[config.mk]
export PLATFORM = sky130hd
export DESIGN_NAME = small_fallthrough_fifo
export DESIGN_NICKNAME = d
export VERILOG_FILES = /design/src/rtl/small_fallthrough_fifo.sv
export SDC_FILE = /design/constraint.sdc
export NUM_CORES = 1
export LEC_CHECK = 0
export CORE_UTILIZATION = 35
export DETAILED_ROUTE_END_ITERATION = 8
export MAX_ROUTING_LAYER = met4
export PLACE_DENSITY = 0.55
export RECOVER_POWER = 100
export SLEW_MARGIN = 20
export SYNTH_ARGS = -nofsm -noshare
export SYNTH_HDL_FRONTEND = slang
export SYNTH_SLANG_ARGS = --single-unit
export TNS_END_PERCENT = 100
[constraint.sdc]
create_clock -name clk -period 12.5 [get_ports clk]
set_input_delay 2.5 -clock clk [delete_from_list [all_inputs] [get_ports clk]]
set_output_delay 2.5 -clock clk [all_outputs]
set_load 0.005 [all_outputs]
[src/rtl/small_fallthrough_fifo.sv]
// First-word-fall-through FIFO: a write appears on dout one edge later, and dout is read combinationally from the head slot.
// There is no backpressure. Writes while full are dropped, reads while empty are ignored, and nearly_full leaves one slot of slack upstream.
module small_fallthrough_fifo #(
  parameter int WIDTH               = 72,
  parameter int MAX_DEPTH_BITS      = 3,
  parameter int PROG_FULL_THRESHOLD = (1 << MAX_DEPTH_BITS) - 1
) (
  input  logic             clk,
  input  logic             resetn,
  input  logic [WIDTH-1:0] din,
  input  logic             wr_en,
  input  logic             rd_en,
  output logic [WIDTH-1:0] dout,
  output logic             full,
  output logic             nearly_full,
  output logic             prog_full,
  output logic             empty
);

  localparam int DEPTH = 1 << MAX_DEPTH_BITS;
  localparam logic [MAX_DEPTH_BITS:0]   CNT_FULL  = (MAX_DEPTH_BITS+1)'(DEPTH);
  localparam logic [MAX_DEPTH_BITS:0]   CNT_NEAR  = (MAX_DEPTH_BITS+1)'(DEPTH - 1);
  localparam logic [MAX_DEPTH_BITS:0]   CNT_PROG  = (MAX_DEPTH_BITS+1)'(PROG_FULL_THRESHOLD);
  localparam logic [MAX_DEPTH_BITS:0]   CNT_ONE   = (MAX_DEPTH_BITS+1)'(1);
  localparam logic [MAX_DEPTH_BITS-1:0] PTR_ONE   = MAX_DEPTH_BITS'(1);

  logic [WIDTH-1:0]          mem [DEPTH];
  logic [MAX_DEPTH_BITS-1:0] wr_ptr;
  logic [MAX_DEPTH_BITS-1:0] rd_ptr;
  logic [MAX_DEPTH_BITS:0]   count;
  logic                      wr_acc;
  logic                      rd_acc;

  // Flags come only from the registered count, so an async reset clears them at once.
  assign empty       = (count == '0);
  assign full        = (count == CNT_FULL);
  assign nearly_full = (count >= CNT_NEAR);
  assign prog_full   = (count >= CNT_PROG);

  assign wr_acc = wr_en && !full;
  assign rd_acc = rd_en && !empty;
  assign dout   = mem[rd_ptr];

  always_ff @(posedge clk) begin
    if (wr_acc) begin
      mem[wr_ptr] <= din;
    end
  end

  always_ff @(posedge clk or negedge resetn) begin
    if (!resetn) begin
      wr_ptr <= '0;
      rd_ptr <= '0;
      count  <= '0;
    end else begin
      if (wr_acc) begin
        wr_ptr <= wr_ptr + PTR_ONE;
      end
      if (rd_acc) begin
        rd_ptr <= rd_ptr + PTR_ONE;
      end
      case ({wr_acc, rd_acc})
        2'b10:   count <= count + CNT_ONE;
        2'b01:   count <= count - CNT_ONE;
        default: count <= count;
      endcase
    end
  end

endmodule

==> metrics.log, run 1 <==
[metrics] biggest area contributors in the synthesized netlist: sky130_fd_sc_hd__edfxtp_1 (77%), sky130_fd_sc_hd__mux4_2 (14%), sky130_fd_sc_hd__mux2_4 (3.3%)
[metrics] Post-Synth Adder-Cell Area: 0.00368
[metrics] average wire per cell in the routed design: 22.5 um
[metrics] number of iterations in the first detailed-routing pass: 4
[metrics] CTS tree: done
[metrics] final estimated routing congestion in global placement: 0.667
[metrics] RSZ-0062 raised after global routing: no
[metrics] clock insertion delay at the later pin of the skew report: 0.62 ns
[metrics] launching element of the worst setup path: rd_ptr[1]$_DFFE_PN0P_
[metrics] GR Util All Layers: 0.145
[metrics] average size of a mapped cell: 24.9 sq um
[metrics] final hold violation count: 0
[metrics] DRC errors left: 0
[metrics] highest net fanout along the worst path: 46
[metrics] Post-Place Setup Slack: 6.58 ns
[metrics] maximum number of pins on one net before global-route repair: 101
[metrics] Hold/Removal Path Class: reg2reg
[metrics] violated checks: capacitance limit, slew limit
[metrics] number of sinks driven by the clock tree: 586
[metrics] Worst Setup Start Kind: register
[metrics] Port Buf Inserts: 151
[metrics] result of the run: complete, but fails checks
[metrics] CTS Root Cell: sky130_fd_sc_hd__clkbuf_16
[metrics] layout net count: 1173
[metrics] peak ir drop on the vdd network: 151 uV
[metrics] max_slew headroom: -1.55
[metrics] number of vias in the routed layout: 9739
[metrics] setup TNS: 0 ns
[metrics] Yosys top cell area share: 0.770
[metrics] area of the die: 65200 sq um
[metrics] post-DR vias/cell: 4.88
[metrics] number of max-cap violations: 19
[metrics] final clock period utilization by the worst path: 0.678
[metrics] vias in the first global route: 10.7k
[metrics] area share of and/or/nand/nor cells after synthesis: 0.00657
[metrics] CORE AREA: 63200 sq um
[metrics] Synth-to-Final Area Change: 20.0%
[metrics] die width: 255 um
[metrics] transition at the pin with the smallest max-transition slack: 3.83 ns
[metrics] routed wire length: 44.9 mm
[metrics] synthesized-area fraction occupied by xor and xnor cells: 0.00234
[metrics] sequential element share of the synthesized area: 0.781
[metrics] final number of max-transition violations: 731
[metrics] shortest clock period the worst path allows after layout: 8.47 ns
[metrics] setup skew after layout: 0.0326 ns
[metrics] fraction of synthesized area in multiplexers: 0.190
[metrics] number of H-tree branching levels: 2
[metrics] HPWL after detailed placement: 22.9 mm
[metrics] fraction of final layout cells with drive strength greater than 1: 0.273
[metrics] postcts setup bufs: 0
[metrics] Crit path arrival time: 5.97 ns
[metrics] Warnings, synthesis: 0
[metrics] number of nets produced by synthesis: 984
[metrics] ports placed on the boundary: 152
[metrics] Pwr per Cell Area: 236 nW/um^2
[metrics] Die Height: 255 um
[metrics] Synth Area in Compound Gates: 0.00301
[metrics] number of antenna-violating nets in the routed design: 0
[metrics] slack of the critical path: 4.03 ns
[metrics] number of cells upsized or downsized after cts: 0
[metrics] maximum clock frequency: 118 MHz
[metrics] number of antenna violations at the first check in global routing: 8
[metrics] starting DRC count in detailed routing: 535
[metrics] clock buffer count from CTS: 60
[metrics] largest area contributor in the synthesized netlist: sky130_fd_sc_hd__edfxtp_1
[metrics] Crit Path Category: reg2out
[metrics] Cells after Synth: 902
[metrics] Critical Path RT: 10.00 ns
[metrics] # fillers: 5392
[metrics] static leakage: 8.58 nW
[metrics] dominant combinational cell family by area after synthesis: multiplexers
[metrics] global-route wire length before repair: 68.2 mm
[metrics] number of cell rows: 92
[metrics] Seq cells post-synth: 586
[metrics] Clk pin slew, worst setup/hold paths: 0.06 ns
[metrics] beginning of the worst register-to-register path: count[0]$_DFFE_PN0P_
[metrics] number of endpoints failing setup at the final stage: 0
[metrics] Unique masters post-synth: 36
[metrics] remaining global-route overflow: 0
[metrics] launch point of the worst hold path: wr_ptr[0]$_DFFE_PN0P_
[metrics] Clock Path Buffers: 3
[metrics] initial cell density of the core: 0.355
[metrics] number of buffers inserted by hold repair at cts: 0
[metrics] Synth Cell Area: 22500 sq um
[metrics] Worst Setup End Kind: output port
==> layer usage <==
layer / wire [um] / vias to the layer above / global-route usage
li1: - / 4261 / -
met4: 794 / 0 / 0.0385
met5: 0 / - / -
met1: 19400 / 5225 / 0.183
met3: 1950 / 62 / 0.0253
met2: 22800 / 191 / 0.240
==> cells in the final DEF (no fill, tap or decap), types with 2 or more instances in the layout <==
cell type,Yosys,final
sky130_fd_sc_hd__a21oi_1,2,2
sky130_fd_sc_hd__buf_4,1,2
sky130_fd_sc_hd__bufinv_16,0,10
sky130_fd_sc_hd__clkbuf_1,11,23
sky130_fd_sc_hd__clkbuf_16,0,61
sky130_fd_sc_hd__clkdlybuf4s50_1,0,13
sky130_fd_sc_hd__clkinv_1,0,14
sky130_fd_sc_hd__clkinv_2,0,16
sky130_fd_sc_hd__clkinvlp_4,0,3
sky130_fd_sc_hd__dfrtp_1,10,9
sky130_fd_sc_hd__diode_2,0,8
sky130_fd_sc_hd__dlygate4sd3_1,0,138
sky130_fd_sc_hd__edfxtp_1,576,576
sky130_fd_sc_hd__ha_1,5,5
sky130_fd_sc_hd__inv_1,5,5
sky130_fd_sc_hd__inv_6,0,2
sky130_fd_sc_hd__mux2_1,1,10
sky130_fd_sc_hd__mux2_2,23,14
sky130_fd_sc_hd__mux2_4,50,50
sky130_fd_sc_hd__mux4_2,144,144
sky130_fd_sc_hd__nand2_1,7,7
sky130_fd_sc_hd__nand2b_1,2,2
sky130_fd_sc_hd__nand3_1,4,4
sky130_fd_sc_hd__nor2_4,0,5
sky130_fd_sc_hd__nor3_1,2,2
sky130_fd_sc_hd__nor3b_1,3,3
sky130_fd_sc_hd__or4b_1,2,2
sky130_fd_sc_hd__xnor2_1,5,5
==> worst max-delay path: stages (launching register included) <==
cell	delay, ns
sky130_fd_sc_hd__dfrtp_1	1.83
sky130_fd_sc_hd__clkbuf_1	2.13
sky130_fd_sc_hd__mux4_2	0.49
sky130_fd_sc_hd__mux2_2	0.29
sky130_fd_sc_hd__dlygate4sd3_1	0.61
==> power by group <==
group,leakage (nW),internal [mW],switching (mW)
clock network,0.999,1.10,0.729
registers,5.35,2.50,0.172
logic,2.23,1.08,0.784
==> cell usage after synthesis (all sizes together) <==
cell    number
a21oi        2
dfrtp       10
o311ai       1
nand2b       2
or4b         2
xnor2        5
nand3b       1
a2111o       1
o41ai        1
ha           5
nor2         6
mux2        74
inv          6
a31o         1
nor4         1
o211ai       1
buf         31
mux2i        1
o21ai        1
nand2        7
xor2         1
nand3        4
edfxtp     576
nor3b        3
mux4       144
clkbuf      12
fa           1
nor3         2
==> cell type report <==
cell class	instances	area, sq um	share of cell area
clock inverter	46	482	0.0179
inverter	6	22.5	0.000836
clock buffer	68	1550	0.0576
timing repair buffer	170	1610	0.0596
antenna	8	20.0	0.000743
tap	846	1060	0.0393
sequential	586	17600	0.651
multi-input combinational	267	4650	0.173
==> cells by family after synthesis <==
group,after synthesis
AO/OA/AOI/OAI,8
XOR/XNOR,6
adder cells (fa/ha/maj),6
buffers and inverters,49
flip-flops,586
multiplexers,219
AND/OR/NAND/NOR,28
==> through the flow <==
stage          utilization  hold WS [ns]  instances  power (mW)  cell area, sq um
2_1_floorplan            -         0.486        902        3.88             22500
3_3_place_gp         0.395         0.508       1875        4.68             25000
3_5_place_dp         0.395         0.512       1875        4.70             25000
4_1_cts              0.428         0.522       1989        6.54             27000
5_1_grt              0.426         0.566       1994        6.68             26900
6_report             0.426         0.525       1997        6.36             26900
==> final timing paths <==
kind / to / slack (ns) / depth (start not counted)
setup / recovery: dout[70] / 4.03 / 4
hold / removal: wr_ptr[0]$_DFFE_PN0P_ / 0.52 / 1
setup reg to reg: mem[6][10]$_DFFE_PP_ / 6.06 / 4
hold reg to reg: wr_ptr[0]$_DFFE_PN0P_ / 0.52 / 1
max in group asynchronous: rd_ptr[2]$_DFFE_PN0P_ / 9.83 / 1
min in group asynchronous: count[2]$_DFFE_PN0P_ / 2.30 / 1
==> state kept, by name, summed over array words and instances (netlist names) <==
| signal | count |
|---|---|
| rd_ptr | 3 |
| count | 4 |
| mem | 576 |
| wr_ptr | 3 |
Note: power is estimated with default switching activity, not from simulation.
==> run 2: changes to the inputs <==
--- a/config.mk
+++ b/config.mk
@@ -8,7 +8,7 @@
 export CORE_UTILIZATION = 35
 export DETAILED_ROUTE_END_ITERATION = 8
 export MAX_ROUTING_LAYER = met4
-export PLACE_DENSITY = 0.55
+export PLACE_DENSITY = 0.57
 export RECOVER_POWER = 100
 export SLEW_MARGIN = 20
 export SYNTH_ARGS = -nofsm -noshare
==> constraint.sdc (replaced) <==
create_clock -name clk -period 6.8 [get_ports clk]
set_input_delay 1.36 -clock clk [delete_from_list [all_inputs] [get_ports clk]]
set_output_delay 1.36 -clock clk [all_outputs]
set_load 0.005 [all_outputs]
==> metrics.log, run 2 (synthesized netlist as in run 1, its figures left out) <==
[metrics] result of the run: complete, but fails checks
[metrics] violated checks: capacitance limit, slew limit
[metrics] number of buffers inserted by hold repair at cts: 0
[metrics] number of sinks driven by the clock tree: 586
[metrics] starting DRC count in detailed routing: 624
[metrics] Crit path arrival time: 4.11 ns
[metrics] clock buffer count from CTS: 60
[metrics] CTS Root Cell: sky130_fd_sc_hd__clkbuf_16
[metrics] HPWL after detailed placement: 23.1 mm
[metrics] final hold violation count: 0
[metrics] shortest clock period the worst path allows after layout: 5.47 ns
[metrics] number of antenna violations at the first check in global routing: 9
[metrics] DRC errors left: 0
[metrics] vias in the first global route: 10.7k
[metrics] flip-flop count of the largest register, all copies and words added: 576
[metrics] Worst Setup End Kind: output port
[metrics] CORE AREA: 63200 sq um
[metrics] Register-to-Register Setup Slack: 1.90 ns
[metrics] CTS tree: done
[metrics] number of iterations in the first detailed-routing pass: 4
[metrics] Pwr Total: 11.5 mW
[metrics] final number of max-transition violations: 644
[metrics] ports placed on the boundary: 152
[metrics] Pwr per Cell Area: 429 nW/um^2
[metrics] slack of the critical path: 1.33 ns
[metrics] GR Util All Layers: 0.143
[metrics] Most flops, register: mem
[metrics] Hold/Removal Path Class: reg2reg
[metrics] remaining global-route overflow: 0
[metrics] setup TNS: 0 ns
[metrics] Worst Setup Start Kind: register
[metrics] Post-Place Setup Slack: 2.66 ns
[metrics] Cell Count Post-Placement: 1877
[metrics] final estimated routing congestion in global placement: 0.686
[metrics] Finished Layout Cells: 1994
[metrics] transition at the pin with the smallest max-transition slack: 3.52 ns
[metrics] number of cells upsized or downsized after cts: 0
[metrics] global-route wire length before repair: 67.6 mm
[metrics] initial cell density of the core: 0.355
[metrics] final instance area: 26800 sq um
[metrics] final clock period utilization by the worst path: 0.804
[metrics] Critical Path RT: 5.44 ns
[metrics] max_slew headroom: -1.35
[metrics] Port Buf Inserts: 151
[metrics] cell area reported after detailed placement: 25100 sq um
[metrics] largest registers ranked by flip-flop count: mem: 576 flops, count: 4 flops
[metrics] Crit Path Category: reg2out
[metrics] maximum clock frequency: 183 MHz
[metrics] number of antenna-violating nets in the routed design: 0
[metrics] average wire per cell in the routed design: 22.4 um
[metrics] leading cell types in the layout, fill and taps excluded: sky130_fd_sc_hd__edfxtp_1 (576), sky130_fd_sc_hd__mux4_2 (144), sky130_fd_sc_hd__dlygate4sd3_1 (116)
[metrics] post-DR vias/cell: 4.89
[metrics] peak ir drop on the vdd network: 208 uV
[metrics] routed wire length: 44.7 mm
[metrics] static leakage: 8.51 nW
[metrics] most common cell after layout, fill and taps aside: sky130_fd_sc_hd__edfxtp_1
[metrics] highest net fanout along the worst path: 66
[metrics] number of H-tree branching levels: 2
[metrics] layout net count: 1175
[metrics] RSZ-0062 raised after global routing: no
[metrics] number of max-cap violations: 16
[metrics] number of vias in the routed layout: 9755
[metrics] die width: 255 um
[metrics] postcts setup bufs: 0
[metrics] number of cell rows: 92
[metrics] setup skew after layout: 0.0158 ns
[metrics] clock insertion delay at the later pin of the skew report: 0.62 ns
[metrics] fraction of final layout cells with drive strength greater than 1: 0.278
[metrics] Synth-to-Final Area Change: 19.4%
[metrics] Clk pin slew, worst setup/hold paths: 0.06 ns
[metrics] Clock Path Buffers: 3
[metrics] maximum number of pins on one net before global-route repair: 67
[metrics] number of endpoints failing setup at the final stage: 0
[metrics] area of the die: 65200 sq um
[metrics] Die Height: 255 um
-- run 2: changes by cell type in the layout (fill, tap and decap cells not counted), sizes merged --
cell           delta
clkdlybuf4s50    +22
dlygate4sd3      -22
bufinv            -5
clkbuf            +5
clkinv            -4
buf               +2
clkinvlp          -1
-- run 2: stage by stage --
| stage | utilization | hold slack [ns] |
|---|---|---|
| floorplan | - | 0.486 |
| global placement | 0.396 | 0.505 |
| detailed placement | 0.396 | 0.511 |
| CTS | 0.426 | 0.521 |
| global route | 0.424 | 0.594 |
| finish | 0.424 | 0.515 |
-- run 2: power breakdown --
group	internal (mW)	leakage (nW)	switching, mW
clock	1.81	0.923	1.35
combinational	2.00	2.24	1.46
sequential	4.59	5.34	0.302
total	8.40	8.51	3.11
-- run 2: layer usage --
layer / global-route usage / vias to the layer above / wire length [um] / part of all wire
met2: 0.238 / 191 / 22500 / 0.50
li1: - / 4254 / - / -
met1: 0.176 / 5244 / 19100 / 0.43
met5: - / - / 0 / 0
met3: 0.0299 / 66 / 2240 / 0.050
met4: 0.0388 / 0 / 830 / 0.019
-- run 2: worst max-delay path: stages (launching register included) --
cell                              delay, ns
sky130_fd_sc_hd__dfrtp_4               0.76
sky130_fd_sc_hd__clkbuf_4              1.23
sky130_fd_sc_hd__mux4_2                0.64
sky130_fd_sc_hd__mux2_4                0.28
sky130_fd_sc_hd__clkdlybuf4s50_1       0.49
-- run 2: final timing paths --
kind	from	end	depth (start not counted)
max	rd_ptr[0]$_DFFE_PN0P_	dout[48]	4
min in group asynchronous	resetn	count[0]$_DFFE_PN0P_	1
min reg2reg	wr_ptr[0]$_DFFE_PN0P_	wr_ptr[0]$_DFFE_PN0P_	1
max reg2reg	count[3]$_DFFE_PN0P_	mem[2][30]$_DFFE_PP_	4
min	wr_ptr[0]$_DFFE_PN0P_	wr_ptr[0]$_DFFE_PN0P_	1
max in group asynchronous	resetn	rd_ptr[0]$_DFFE_PN0P_	1
-- run 2: area by class of cell --
type                    count  area (sq um)
repair buffers            172          1640
well taps                 846          1060
clock buffers              73          1550
fillers                  5443         36400
diodes                      8          20.0
flip-flops and latches    586         17600
multi-input cells         267          4640
clock inverters            36           330
inverters                   6          22.5
==> run 3: changes to the inputs <==
==> constraint.sdc (replaced) <==
create_clock -name clk -period 4.5 [get_ports clk]
set_input_delay 0.9 -clock clk [delete_from_list [all_inputs] [get_ports clk]]
set_output_delay 0.9 -clock clk [all_outputs]
set_load 0.005 [all_outputs]
==> metrics.log, run 3 (synthesized netlist as in run 1, its figures left out) <==
[metrics] end of the worst register-to-register path: mem[3][70]$_DFFE_PP_
[metrics] # fillers: 5396
[metrics] Worst Setup Start Kind: register
[metrics] setup skew after layout: 0.0390 ns
[metrics] fraction of final layout cells with drive strength greater than 1: 0.281
[metrics] largest registers ranked by flip-flop count: mem: 576 flops, count: 4 flops
[metrics] CORE AREA: 63200 sq um
[metrics] number of antenna violations at the first check in global routing: 7
[metrics] multi-input logic area: 4650 sq um
[metrics] leading cell types in the layout, fill and taps excluded: sky130_fd_sc_hd__edfxtp_1 (576), sky130_fd_sc_hd__mux4_2 (144), sky130_fd_sc_hd__dlygate4sd3_1 (134)
[metrics] most common cell after layout, fill and taps aside: sky130_fd_sc_hd__edfxtp_1
[metrics] Clock Path Buffers: 3
[metrics] Register-to-Register Setup Slack: 0.47 ns
[metrics] ports placed on the boundary: 152
[metrics] number of cell rows: 92
[metrics] final hold violation count: 0
[metrics] Crit Path Category: reg2out
[metrics] static leakage: 8.63 nW
[metrics] number of max-cap violations: 10
[metrics] highest net fanout along the worst path: 28
[metrics] Die Height: 255 um
[metrics] starting DRC count in detailed routing: 491
[metrics] Largest delay share family, worst path: buffers and inverters
[metrics] number of sinks driven by the clock tree: 586
[metrics] DRC errors left: 0
[metrics] maximum clock frequency: 240 MHz
[metrics] setup TNS: 0 ns
[metrics] max_slew headroom: -0.918
[metrics] Max stage delay cell, worst path: sky130_fd_sc_hd__dfrtp_4
[metrics] layout net count: 1188
[metrics] Clk pin slew, worst setup/hold paths: 0.06 ns
[metrics] Port Buf Inserts: 151
[metrics] Crit path buffers/inverters: 2
[metrics] RSZ-0062 raised after global routing: no
[metrics] critical-path cell list: clkbuf_2, mux4_2, mux2_4, dlygate4sd3_1
[metrics] initial cell density of the core: 0.355
[metrics] global-route wire length before repair: 70.2 mm
[metrics] CTS Root Cell: sky130_fd_sc_hd__clkbuf_16
[metrics] number of vias in the routed layout: 9811
[metrics] final estimated routing congestion in global placement: 0.695
[metrics] number of endpoints failing setup at the final stage: 0
[metrics] Crit path arrival time: 3.26 ns
[metrics] Worst Setup End Kind: output port
[metrics] worst hold slack: 0.520 ns
[metrics] Finished Layout Cells: 2006
[metrics] maximum number of pins on one net before global-route repair: 73
[metrics] number of antenna-violating nets in the routed design: 0
[metrics] remaining global-route overflow: 0
[metrics] postcts setup bufs: 0
[metrics] die width: 255 um
[metrics] area of the die: 65200 sq um
[metrics] peak ir drop on the vdd network: 347 uV
[metrics] final number of max-transition violations: 325
[metrics] GR Util All Layers: 0.149
[metrics] vias in the first global route: 10.7k
[metrics] average wire per cell in the routed design: 23.2 um
[metrics] Sequential cell area: 17600 sq um
[metrics] violated checks: capacitance limit, slew limit
[metrics] flip-flop count of the largest register, all copies and words added: 576
[metrics] number of iterations in the first detailed-routing pass: 6
[metrics] Worst R2R Path Depth: 4
[metrics] CP max stage delay: 0.82 ns
[metrics] Critical Path RT: 3.60 ns
[metrics] HPWL after detailed placement: 24.9 mm
[metrics] result of the run: complete, but fails checks
[metrics] shortest clock period the worst path allows after layout: 4.16 ns
[metrics] transition at the pin with the smallest max-transition slack: 2.88 ns
[metrics] post-DR vias/cell: 4.89
[metrics] launch point of the worst hold path: wr_ptr[0]$_DFFE_PN0P_
[metrics] number of cells upsized or downsized after cts: 0
[metrics] number of H-tree branching levels: 2
[metrics] beginning of the worst register-to-register path: count[0]$_DFFE_PN0P_
[metrics] clock buffer count from CTS: 61
[metrics] final instance area: 27100 sq um
[metrics] Cell Count Post-Placement: 1889
[metrics] Min-Delay Endpoint: wr_ptr[0]$_DFFE_PN0P_
[metrics] final clock period utilization by the worst path: 0.924
[metrics] cell area reported after detailed placement: 25300 sq um
[metrics] Most flops, register: mem
[metrics] routed wire length: 46.5 mm
[metrics] Synth-to-Final Area Change: 20.6%
[metrics] number of buffers inserted by hold repair at cts: 0
[metrics] hold-critical path depth: 1
[metrics] Pwr per Cell Area: 650 nW/um^2
[metrics] Hold/Removal Path Class: reg2reg
[metrics] clock insertion delay at the later pin of the skew report: 0.63 ns
[metrics] CTS tree: done
## run 3: changes by cell type in the layout (fill, tap and decap cells not counted), sizes merged, moves of 2 or more
| cell | before | now |
|---|---|---|
| clkinv | 27 | 18 |
| clkdlybuf4s50 | 35 | 17 |
| dlygate4sd3 | 116 | 134 |
| buf | 5 | 15 |
| clkbuf | 89 | 100 |
| inv | 8 | 6 |
## run 3: metal layers
| layer | vias up | wire [um] | global-route usage |
|---|---|---|---|
| li1 | 4274 | - | - |
| met1 | 5278 | 20300 | 0.193 |
| met2 | 190 | 23000 | 0.238 |
| met3 | 69 | 2260 | 0.0345 |
| met4 | 0 | 861 | 0.0360 |
| met5 | - | 0 | - |
## run 3: how the worst max path moves through the flow
stage	cells after the start	start	to
after floorplan	2	wr_en	mem[7][0]$_DFFE_PP_
after global placement	4	rd_ptr[0]$_DFFE_PN0P_	dout[46]
after detailed placement	4	rd_ptr[0]$_DFFE_PN0P_	dout[46]
after CTS	4	rd_ptr[0]$_DFFE_PN0P_	dout[46]
after global routing	4	rd_ptr[0]$_DFFE_PN0P_	dout[35]
final	4	rd_ptr[0]$_DFFE_PN0P_	dout[35]
## run 3: per-stage QoR
stage | worst slack, ns | total power [mW] | util
3_5_place_dp | 1.02 | 13.3 | 0.400
6_report | 0.341 | 17.6 | 0.428
5_1_grt | 0.126 | 18.5 | 0.428
2_1_floorplan | -0.0754 | 10.8 | -
4_1_cts | 0.357 | 18.3 | 0.431
3_3_place_gp | 1.02 | 13.2 | 0.400
## run 3: layout make-up
class | instances | share of cell area
sequential | 586 | 0.648
multi-input combinational | 267 | 0.172
timing repair buffer | 184 | 0.0670
clock buffer | 82 | 0.0601
tap | 846 | 0.0391
clock inverter | 27 | 0.0122
inverter | 6 | 0.000832
antenna | 8 | 0.000739
## run 3: report_power, final
part           leakage (nW)  switching [mW]  total [mW]  internal (mW)
clock                 0.930            2.04        4.91           2.87
combinational          2.35            2.31        5.37           3.05
sequential             5.34           0.409        7.32           6.91
total                  8.63            4.76        17.6           12.8
## run 3: worst reg2reg max path: cells and delay by family, from the launching register on
family | cells | cell delay [ns]
flip-flops | 1 | 0.50
buffers and inverters | 1 | 1.33
AND/OR/NAND/NOR | 3 | 1.78
